<file path="config.mk">
export PLATFORM = sky130hd
export DESIGN_NAME = pad_input_ctrl
export DESIGN_NICKNAME = d
export VERILOG_FILES = /design/src/rtl/pad_ctrl_pkg.sv /design/src/rtl/pad_debounce.sv /design/src/rtl/pad_input_ctrl.sv
export SDC_FILE = /design/constraint.sdc
export NUM_CORES = 1
export LEC_CHECK = 0
export ABC_AREA = 1
export CORE_MARGIN = 1.5
export CORE_UTILIZATION = 42
export DETAILED_ROUTE_END_ITERATION = 12
export DONT_BUFFER_PORTS = 1
export SLEW_MARGIN = 30
export SYNTH_ARGS = -nofsm -noshare
export SYNTH_HDL_FRONTEND = slang
export SYNTH_SLANG_ARGS = --single-unit
</file>
<file path="constraint.sdc">
create_clock -name i_clk -period 2.18 [get_ports i_clk]
set_input_delay 0.545 -clock i_clk [delete_from_list [all_inputs] [get_ports i_clk]]
set_output_delay 0.545 -clock i_clk [all_outputs]
set_load 0.01 [all_outputs]
</file>
<file path="src/rtl/pad_ctrl_pkg.sv">
// Shared definitions for the input-pad controller: register map and
// per-pad edge event type.
package pad_ctrl_pkg;

  localparam int unsigned PAD_BUS_W = 32;

  localparam logic [2:0] PAD_ADDR_DATA = 3'd0;
  localparam logic [2:0] PAD_ADDR_DEB  = 3'd1;
  localparam logic [2:0] PAD_ADDR_RISE = 3'd2;
  localparam logic [2:0] PAD_ADDR_FALL = 3'd3;
  localparam logic [2:0] PAD_ADDR_PEND = 3'd4;

  typedef struct packed {
    logic rise;
    logic fall;
  } pad_evt_t;

  function automatic logic is_write_to(input logic sel, input logic we,
                                       input logic [2:0] addr,
                                       input logic [2:0] target);
    return sel && we && (addr == target);
  endfunction

endpackage

</file>
<file path="src/rtl/pad_debounce.sv">
// One pad lane: two-flop synchronizer, debounce counter, accepted level
// and single-cycle rise/fall events at the acceptance edge.
module pad_debounce
  import pad_ctrl_pkg::*;
#(
  parameter int DEB_W = 16
) (
  input  logic             clk,
  input  logic             rst,
  input  logic             pad,
  input  logic [DEB_W-1:0] period,
  input  logic             clr,
  output logic             level,
  output pad_evt_t         evt
);

  logic             sync1;
  logic             sync2;
  logic             stable;
  logic [DEB_W-1:0] cnt;
  logic             accept;

  function automatic logic [DEB_W-1:0] sat_inc(input logic [DEB_W-1:0] v,
                                               input logic [DEB_W-1:0] lim);
    return (v >= lim) ? lim : v + 1'b1;
  endfunction

  // A counter clear (period rewrite) wins over acceptance so the new
  // period always governs the whole qualifying window.
  assign accept = !clr && (sync2 != stable) && (cnt == period);

  // Synchronizer stage, then debounce stage
  always_ff @(posedge clk) begin
    if (rst) begin
      sync1  <= 1'b0;
      sync2  <= 1'b0;
      stable <= 1'b0;
      cnt    <= '0;
    end else begin
      sync1 <= pad;
      sync2 <= sync1;
      if (clr || (sync2 == stable)) begin
        cnt <= '0;
      end else if (cnt == period) begin
        stable <= sync2;
        cnt    <= '0;
      end else begin
        cnt <= sat_inc(cnt, period);
      end
    end
  end

  assign level    = stable;
  assign evt.rise = accept && sync2;
  assign evt.fall = accept && !sync2;

endmodule

</file>
<file path="src/rtl/pad_input_ctrl.sv">
// Input-pad controller: per-pad debounce lanes, register bank, edge
// interrupt pending bits and a single-cycle bus interface.
module pad_input_ctrl
  import pad_ctrl_pkg::*;
#(
  parameter int               NB_PADS = 8,
  parameter int               DEB_W   = 16,
  parameter logic [DEB_W-1:0] DEB_RST = '0
) (
  input  logic               i_clk,
  input  logic               i_rst,
  input  logic [NB_PADS-1:0] i_pad_in,
  input  logic               i_sel,
  input  logic               i_we,
  input  logic [2:0]         i_addr,
  input  logic [31:0]        i_wdata,
  output logic [31:0]        o_rdata,
  output logic               o_ready,
  output logic               o_irq
);

  logic [DEB_W-1:0]   period;
  logic [NB_PADS-1:0] rise_en;
  logic [NB_PADS-1:0] fall_en;
  logic [NB_PADS-1:0] pend;
  logic [NB_PADS-1:0] pend_nxt;
  logic [NB_PADS-1:0] level;
  logic [NB_PADS-1:0] rise_vec;
  logic [NB_PADS-1:0] fall_vec;
  logic [NB_PADS-1:0] w1c;
  logic [31:0]        rd_word;
  logic               deb_clr;
  logic               rd_acc;
  logic               wdata_unused;
  pad_evt_t           evt [NB_PADS];

  assign deb_clr      = is_write_to(i_sel, i_we, i_addr, PAD_ADDR_DEB);
  assign rd_acc       = i_sel && !i_we;
  assign wdata_unused = ^i_wdata;

  for (genvar g = 0; g < NB_PADS; g++) begin : g_pad
    pad_debounce #(
      .DEB_W (DEB_W)
    ) u_deb (
      .clk    (i_clk),
      .rst    (i_rst),
      .pad    (i_pad_in[g]),
      .period (period),
      .clr    (deb_clr),
      .level  (level[g]),
      .evt    (evt[g])
    );
  end

  always_comb begin
    rise_vec = '0;
    fall_vec = '0;
    for (int i = 0; i < NB_PADS; i++) begin
      rise_vec[i] = evt[i].rise;
      fall_vec[i] = evt[i].fall;
    end
  end

  // New events are OR'd in after the clear, so a set beats a same-cycle W1C.
  always_comb begin
    w1c = '0;
    if (is_write_to(i_sel, i_we, i_addr, PAD_ADDR_PEND)) begin
      w1c = i_wdata[NB_PADS-1:0];
    end
    pend_nxt = (pend & ~w1c) | (rise_vec & rise_en) | (fall_vec & fall_en);
  end

  always_comb begin
    rd_word = '0;
    case (i_addr)
      PAD_ADDR_DATA: rd_word[NB_PADS-1:0] = level;
      PAD_ADDR_DEB:  rd_word[DEB_W-1:0]   = period;
      PAD_ADDR_RISE: rd_word[NB_PADS-1:0] = rise_en;
      PAD_ADDR_FALL: rd_word[NB_PADS-1:0] = fall_en;
      PAD_ADDR_PEND: rd_word[NB_PADS-1:0] = pend;
      default:       rd_word = '0;
    endcase
  end

  // Register bank and bus response stage
  always_ff @(posedge i_clk) begin
    if (i_rst) begin
      period  <= DEB_RST;
      rise_en <= '0;
      fall_en <= '0;
      pend    <= '0;
      o_irq   <= 1'b0;
      o_ready <= 1'b0;
      o_rdata <= '0;
    end else begin
      o_ready <= i_sel;
      o_rdata <= rd_acc ? rd_word : '0;
      pend    <= pend_nxt;
      o_irq   <= |pend_nxt;
      if (i_sel && i_we) begin
        case (i_addr)
          PAD_ADDR_DEB:  period  <= i_wdata[DEB_W-1:0];
          PAD_ADDR_RISE: rise_en <= i_wdata[NB_PADS-1:0];
          PAD_ADDR_FALL: fall_en <= i_wdata[NB_PADS-1:0];
          default:       ;
        endcase
      end
    end
  end

endmodule
</file>
==> out/results.tsv, run 1 <==
stage	metric	value	unit
cells_and_area	drive_gt1_share	18.0	%
power_and_ir_drop	total_leakage_power	0.00748	µW
yosys	synth_edf_count	0	
yosys	synthSimpleGateAreaFrac	29.6	%
yosys	ys_top_cells_by_area	dfxtp_1 (32%), ha_1 (13%), nand2_1 (11%), nor2_1 (11%), a21oi_1 (5.0%)	
yosys	netlist_instances	1848	
timing	clock_skew	0.0189	ns
timing	tightest_slew	0.557	ns
setup_path	r2r_slack	0.07	ns
drt	firstDrtPassIters	5	
yosys	synth-main-ff-cell	dfxtp_1	
drt	wl_per_cell	16.3	µm
clocking	root_buffer	clkbuf_16	
cells_and_area	fillers	2927	
cells_and_area	final_common_cell	nor2_1	
yosys	yosysWarnings	0	
clocking	cts_buffers	26	
yosys	synth_top_family_by_area	simple AND/OR/NAND/NOR gates	
yosys	synth_adder_area_share	12.9	%
setup_path	worst_path_max_delay_cell	dfxtp_2	
floorplan	coreArea	0.0307	mm²
timing	hold_violations	0	
clocking	htree_levels	1	
power_and_ir_drop	total_power	11800	µW
drt	drc	0	
clocking	clock_latency	0.54	ns
power_and_ir_drop	peakVddDrop	0.000624	V
timing	max-slew-margin-rel	62.8	%
timing	setup_viol	0	
grt	grt_max_degree	76	
drt	drtIter0Drc	807	
grt	grt_pass1_vias	11400	
clocking	cts_buffer_depth	3	
cells_and_area	layout_common_cells	nor2_1 (357), nand2_1 (350), dfxtp_1 (196)	
floorplan	ioPinCount	81	
clocking	cts.sinks	210	
floorplan	start_util	43.0	%
place	io_buffer_count	0	
grt	grt_util_all_layers	22.3	%
cells_and_area	largest_register_ffs	128	
yosys	muxShareOfSynthArea	0	%
floorplan	dieArea	0.0326	mm²
setup_path	endpoint_kind	flip-flop	
yosys	synth_xor_area_share	7.48	%
floorplan	die-height	180	µm
yosys	yosysSeqAreaShare	31.8	%
timing	rsz0062_at_grt	true	
grt	antenna_found_initial	1	
timing	period_share	97.0	%
place	hpwl	26200	µm
drt	drt-vias-per-instance	5.18	
grt	grt_overflow_total	0	
yosys	async_reset_ff_share	0	%
yosys	synth_compound_area_share	11.4	%
yosys	yosys.cell_types.count	44	
timing	clock.fmax	473	MHz
timing	min_period	2.11	ns
drt	wl	39100	µm
timing	hold_slack	0.0900	ns
setup_path	crit_arrival	2.54	ns
yosys	synth_top_area_share	31.8	%
cells_and_area	synthToLayoutAreaGrowth	27.1	%
place	place.gp.congestion	0.835	
drt	ant_nets	0	
cells_and_area	nets	2169	
cells_and_area	fin_area	0.0168	mm²
yosys	synth.avg_cell_area	7.16	µm²
power_and_ir_drop	p_per_area	700	mW/mm²
grt	grt_pass1_wl	58600	µm
drt	vias	12436	
setup_path	startpoint_type	flip-flop	
setup_path	path_cells	inv_2, buf_12, ha_1, nand2_1, nor2_1, nand2_2, nor2_4, buf_4, a211oi_4, nand2_4, clkbuf_16, o21ai_0, nor2_1	
setup_path	path_class	reg2reg	
hold_path	hp-class	in2reg	
timing	slew_viol_final	0	
yosys	synth_seq_cells	210	
setup_path	cpPeakStageDelay	0.33	ns
cells_and_area	diodes	0	
yosys	yosysTopAreaCell	dfxtp_1	
outcome	status	completed	
floorplan	row_count	64	
place	placed_area	0.0146	mm²
cells_and_area	top_regs	g_pad.u_deb.cnt x128, o_rdata x16, period x16	
setup_path	crit_required	2.61	ns
floorplan	die_w	180	µm
yosys	synthesis.area	0.0132	mm²
job	maxCapViolCount	0	
clocking	cts_tree	yes	
cells_and_area	largest_register	g_pad.u_deb.cnt	
clocking	clkTransAtPathRegs	0.06	ns
setup_path	crit_top_cell	nor2_1	
setup_path	critPathMaxFanout	6	
## worst max-delay path: cells and delay by family (launching register included)
| family | cells | cell delay (ns) |
|---|---|---|
| AOI/OAI and AO/OA | 2 | 0.39 |
| adders and majority gates | 1 | 0.30 |
| buffers and inverters | 4 | 0.50 |
| and+or+nand+nor | 6 | 0.47 |
| DFF | 1 | 0.33 |
## synth_stat cells (all sizes together) (2+ instances only)
cell and count:
a211oi 47, a21oi 132, and2 2, buf 46
clkbuf 19, clkinv 6, dfxtp 210, ha 136
inv 137, nand2 382, nand3 85, nand3b 16
nand4 9, nor2 386, nor3 26, nor4 9
o211ai 5, o21ai 61, o22ai 11, or2 3
xnor2 43, xor2 70
## power by group
group | internal, µW | leakage (µW) | total (µW) | switching, µW
Sequential | 3900 | 0.00170 | 3970 | 62.9
Clock | 2740 | 0.000437 | 4490 | 1750
Combinational | 1430 | 0.00534 | 3310 | 1880
## cells by family (layout without fill, tap and decap cells)
| group | after synthesis | after routing |
|---|---|---|
| flops | 210 | 210 |
| compound gates | 260 | 260 |
| xor+xnor | 113 | 113 |
| buf+inv | 208 | 347 |
| simple gates | 920 | 922 |
| fa+ha+maj | 136 | 136 |
| other cells | 1 | 16 |
## routing by layer
layer	part of all wire (%)	up-vias	global-route usage [%]	wire length, µm
li1	-	6301	-	-
met1	44	5752	29.0	17200
met2	47	298	38.6	18400
met3	5.9	83	3.07	2300
met4	3.1	2	5.85	1200
met5	0.033	-	0	13
## repair_timing
| item | 4_1_cts | 5_1_grt |
|---|---|---|
| buffers inserted | 15 | 11 |
| gates resized for setup | 22 | 170 |
| hold endpoints to repair | 0 | 0 |
| setup endpoints to repair | 115 | 129 |
| pin swaps | 17 | 45 |
| cloned | 0 | 13 |
| hold buffers | 0 | 0 |
## final timing paths
kind,from,end,depth (start not counted)
worst min register to register,g_pad[7].u_deb.sync1,g_pad[7].u_deb.sync2,2
worst min-delay path,i_rst,rise_en[5],1
worst max register to register,period[11],g_pad[2].u_deb.cnt[8],13
worst max-delay path,period[11],g_pad[2].u_deb.cnt[8],13
## area by class of cell
type                            instances  area (µm²)  area share [%]
Timing Repair Buffer                  158        1710            10.2
Tap cell                              396         495            2.95
Multi-Input combinational cell       1447        8930            53.1
Clock inverter                         11         136           0.812
Sequential cell                       210        4220            25.1
Inverter                              143         564            3.36
Clock buffer                           35         746            4.44
## per-stage QoR
| stage | std cells | utilization [%] | setup TNS [ns] | setup slack (ns) |
|---|---|---|---|---|
| final | 2400 | 54.7 | 0 | 0.0663 |
| after global routing | 2400 | 54.7 | -0.753 | -0.0543 |
| after CTS | 2376 | 51.1 | -0.00199 | -0.00199 |
| after detailed placement | 2315 | 47.4 | -9.38 | -0.231 |
| after global placement | 2314 | 47.3 | -8.38 | -0.208 |
| after floorplan | 1863 | - | 0 | 0.00900 |
Note: power is estimated with default switching activity, not from simulation.
==> run 2: changes to the inputs <==
- ABC_CLOCK_PERIOD_IN_PS: unset -> 2180
- CELL_PAD_IN_SITES_DETAIL_PLACEMENT: unset -> 1
- CELL_PAD_IN_SITES_GLOBAL_PLACEMENT: unset -> 2
- CORE_UTILIZATION: 42 -> 34
- PLACE_DENSITY_LB_ADDON: unset -> 0.1
==> run 2 against run 1 <==
Effect of this change: the run now ends with negative setup slack left; wire length up 21%; flip-flop and latch count is the same; first-iteration DRC count shrank 49%; hold slack worse by 0.038 ns; critical endpoint is now g_pad[1].u_deb.cnt[3].
==> out/results.tsv, run 2 (synthesis results as in run 1) <==
stage	metric	value	unit	change
timing	clock.fmax	458	MHz	-3.1%
clocking	holdBufCountCts	0		unchanged
drt	wl	47400	µm	+21%
outcome	status	complete, but fails checks		
timing	max-slew-margin-rel	60.2	%	-2.6 points
floorplan	die_w	200	µm	+11%
place	pre_cts_ws	-0.467	ns	-0.237 ns
clocking	cts_buffer_depth	3		unchanged
cells_and_area	drive_gt1_share	24.0	%	+6.0 points
clocking	cts_buffers	28		+7.7%
cells_and_area	largest_register_ffs	128		unchanged
timing	min_period	2.18	ns	+0.0677 ns
setup_path	r2r_slack	-0.001	ns	-0.07 ns
place	io_buffer_count	0		unchanged
place	placed_area	0.0152	mm²	+4.1%
timing	fin_ws	-0.00144	ns	-0.0677 ns
cells_and_area	fillers	4753		+62%
floorplan	row_count	72		+13%
grt	grt_max_degree	76		unchanged
floorplan	ioPinCount	81		unchanged
hold_path	min_path_cells	1		unchanged
hold_path	whs_endpoint	g_pad[1].u_deb.sync1		
setup_path	crit_arrival	2.63	ns	+0.09 ns
grt	grt_overflow_total	0		unchanged
cells_and_area	synthToLayoutAreaGrowth	37.0	%	
clocking	clock_latency	0.56	ns	+0.02 ns
drt	vias	12926		+3.9%
power_and_ir_drop	p_per_area	699	mW/mm²	about the same
setup_path	startpoint_type	flip-flop		
drt	wl_per_cell	18.2	µm	+12%
timing	slew_viol_final	0		unchanged
clocking	htree_levels	1		unchanged
place	hpwl	32400	µm	+23%
clocking	cts_tree	yes		
drt	drc	0		unchanged
drt	ant_nets	0		unchanged
hold_path	hp-start	i_rst		
grt	grt_pass1_vias	13169		+16%
setup_path	crit_required	2.63	ns	+0.02 ns
power_and_ir_drop	total_leakage_power	0.00795	µW	+6.2%
clocking	cts.sinks	210		unchanged
cells_and_area	multi_input_area	0.00928	mm²	+3.9%
place	place.gp.congestion	0.811		-2.9%
cells_and_area	layout_common_cells	nor2_1 (341), nand2_1 (334), dfxtp_1 (195)		
drt	drtIter0Drc	415		-49%
clocking	root_buffer	clkbuf_16		
power_and_ir_drop	total_power	12700	µW	+7.7%
drt	drt-vias-per-instance	4.97		-4.1%
floorplan	die-height	200	µm	+11%
setup_path	critPathMaxFanout	14		+8
grt	grt_pass1_wl	70700	µm	+21%
clocking	clkTransAtPathRegs	0.06	ns	about the same
timing	setup_viol	1		+1
timing	rsz0062_at_grt	true		
hold_path	hp-class	in2reg		
setup_path	path_class	reg2reg		
cells_and_area	fin_area	0.0181	mm²	+7.8%
cells_and_area	final_common_cell	nor2_1		
timing	hold_violations	0		unchanged
grt	antenna_found_initial	2		+1
setup_path	endpoint_kind	flip-flop		
cells_and_area	largest_register	g_pad.u_deb.cnt		
timing	period_share	100	%	+3.1 points
floorplan	dieArea	0.0401	mm²	+23%
timing	clock_skew	0.0146	ns	-0.00429 ns
floorplan	coreArea	0.0385	mm²	+25%
job	maxCapViolCount	0		unchanged
floorplan	start_util	34.4	%	-8.6 points
drt	firstDrtPassIters	5		unchanged
outcome	violations	negative setup slack		
grt	grt_util_all_layers	22.1	%	-0.14 points
setup_path	reg2reg_from	period[8]		
setup_path	reg2regPathDepth	13		unchanged
timing	tightest_slew	0.593	ns	+0.0358 ns
cells_and_area	seq_area	0.00423	mm²	about the same
setup_path	reg2reg_to	g_pad[1].u_deb.cnt[3]		
cells_and_area	nets	2242		+3.4%
power_and_ir_drop	peakVddDrop	0.000613	V	-1.8%
cells_and_area	top_regs	g_pad.u_deb.cnt x128, o_rdata x16, period x16		
==> run 2: cell type report <==
| type | instances | area share (%) |
|---|---|---|
| Antenna cell | 1 | 0.0138 |
| Multi-Input combinational cell | 1448 | 51.2 |
| Timing Repair Buffer | 228 | 13.3 |
| Clock buffer | 42 | 4.50 |
| Tap cell | 518 | 3.58 |
| Inverter | 143 | 3.21 |
| Sequential cell | 210 | 23.3 |
| Clock inverter | 10 | 0.843 |
==> run 2: how the worst max path moves through the flow <==
stage               startpoint                endpoint  slack, ns
floorplan            period[4]  g_pad[2].u_deb.cnt[13]      0.009
global placement     period[9]   g_pad[7].u_deb.cnt[8]      -0.41
detailed placement   period[9]   g_pad[7].u_deb.cnt[2]      -0.47
CTS                  period[9]                   o_irq      -0.02
global route         period[8]   g_pad[1].u_deb.cnt[6]      -0.14
finish               period[8]   g_pad[1].u_deb.cnt[3]     -0.001
==> run 2: worst max-delay path, cell delays in order, from the launching register on <==
cell and delay (ns):
dfxtp_2 0.36, clkinv_4 0.10, buf_6 0.15, ha_1 0.27, nand2_1 0.06, nor2_2 0.15
nand2_2 0.09, nor2_4 0.21, buf_6 0.13, a211oi_4 0.03, buf_12 0.17, buf_12 0.15
a21oi_2 0.14, nor2_1 0.06
==> run 2: routing by layer <==
layer	vias up	GRT usage, %	part of all wire, %
met5	-	0	0.027
met4	2	7.58	3.1
met3	83	3.11	3.5
met2	176	38.3	48
met1	6200	28.0	45
li1	6465	-	-
==> run 2: stage by stage <==
stage	utilization [%]	hold slack, ns	instances	setup TNS [ns]
2_1_floorplan	-	0.388	1863	0
3_3_place_gp	39.4	0.390	2488	-28.26
3_5_place_dp	39.4	0.400	2489	-32.42
4_1_cts	43.2	0.0259	2565	-0.0962
5_1_grt	47.1	0.0301	2599	-3.31
6_report	47.1	0.0522	2600	-0.00144
==> run 2: power by group <==
group | switching, µW | internal [µW]
Clock | 1890 | 3040
Sequential | 62.9 | 3900
Combinational | 2120 | 1650
Total | 4080 | 8590
==> run 2: timing repair <==
action,CTS,global route
endpoints found under the setup margin,137,136
resized for setup,70,222
pin swaps,28,70
cloned,4,10
setup buffers,23,28
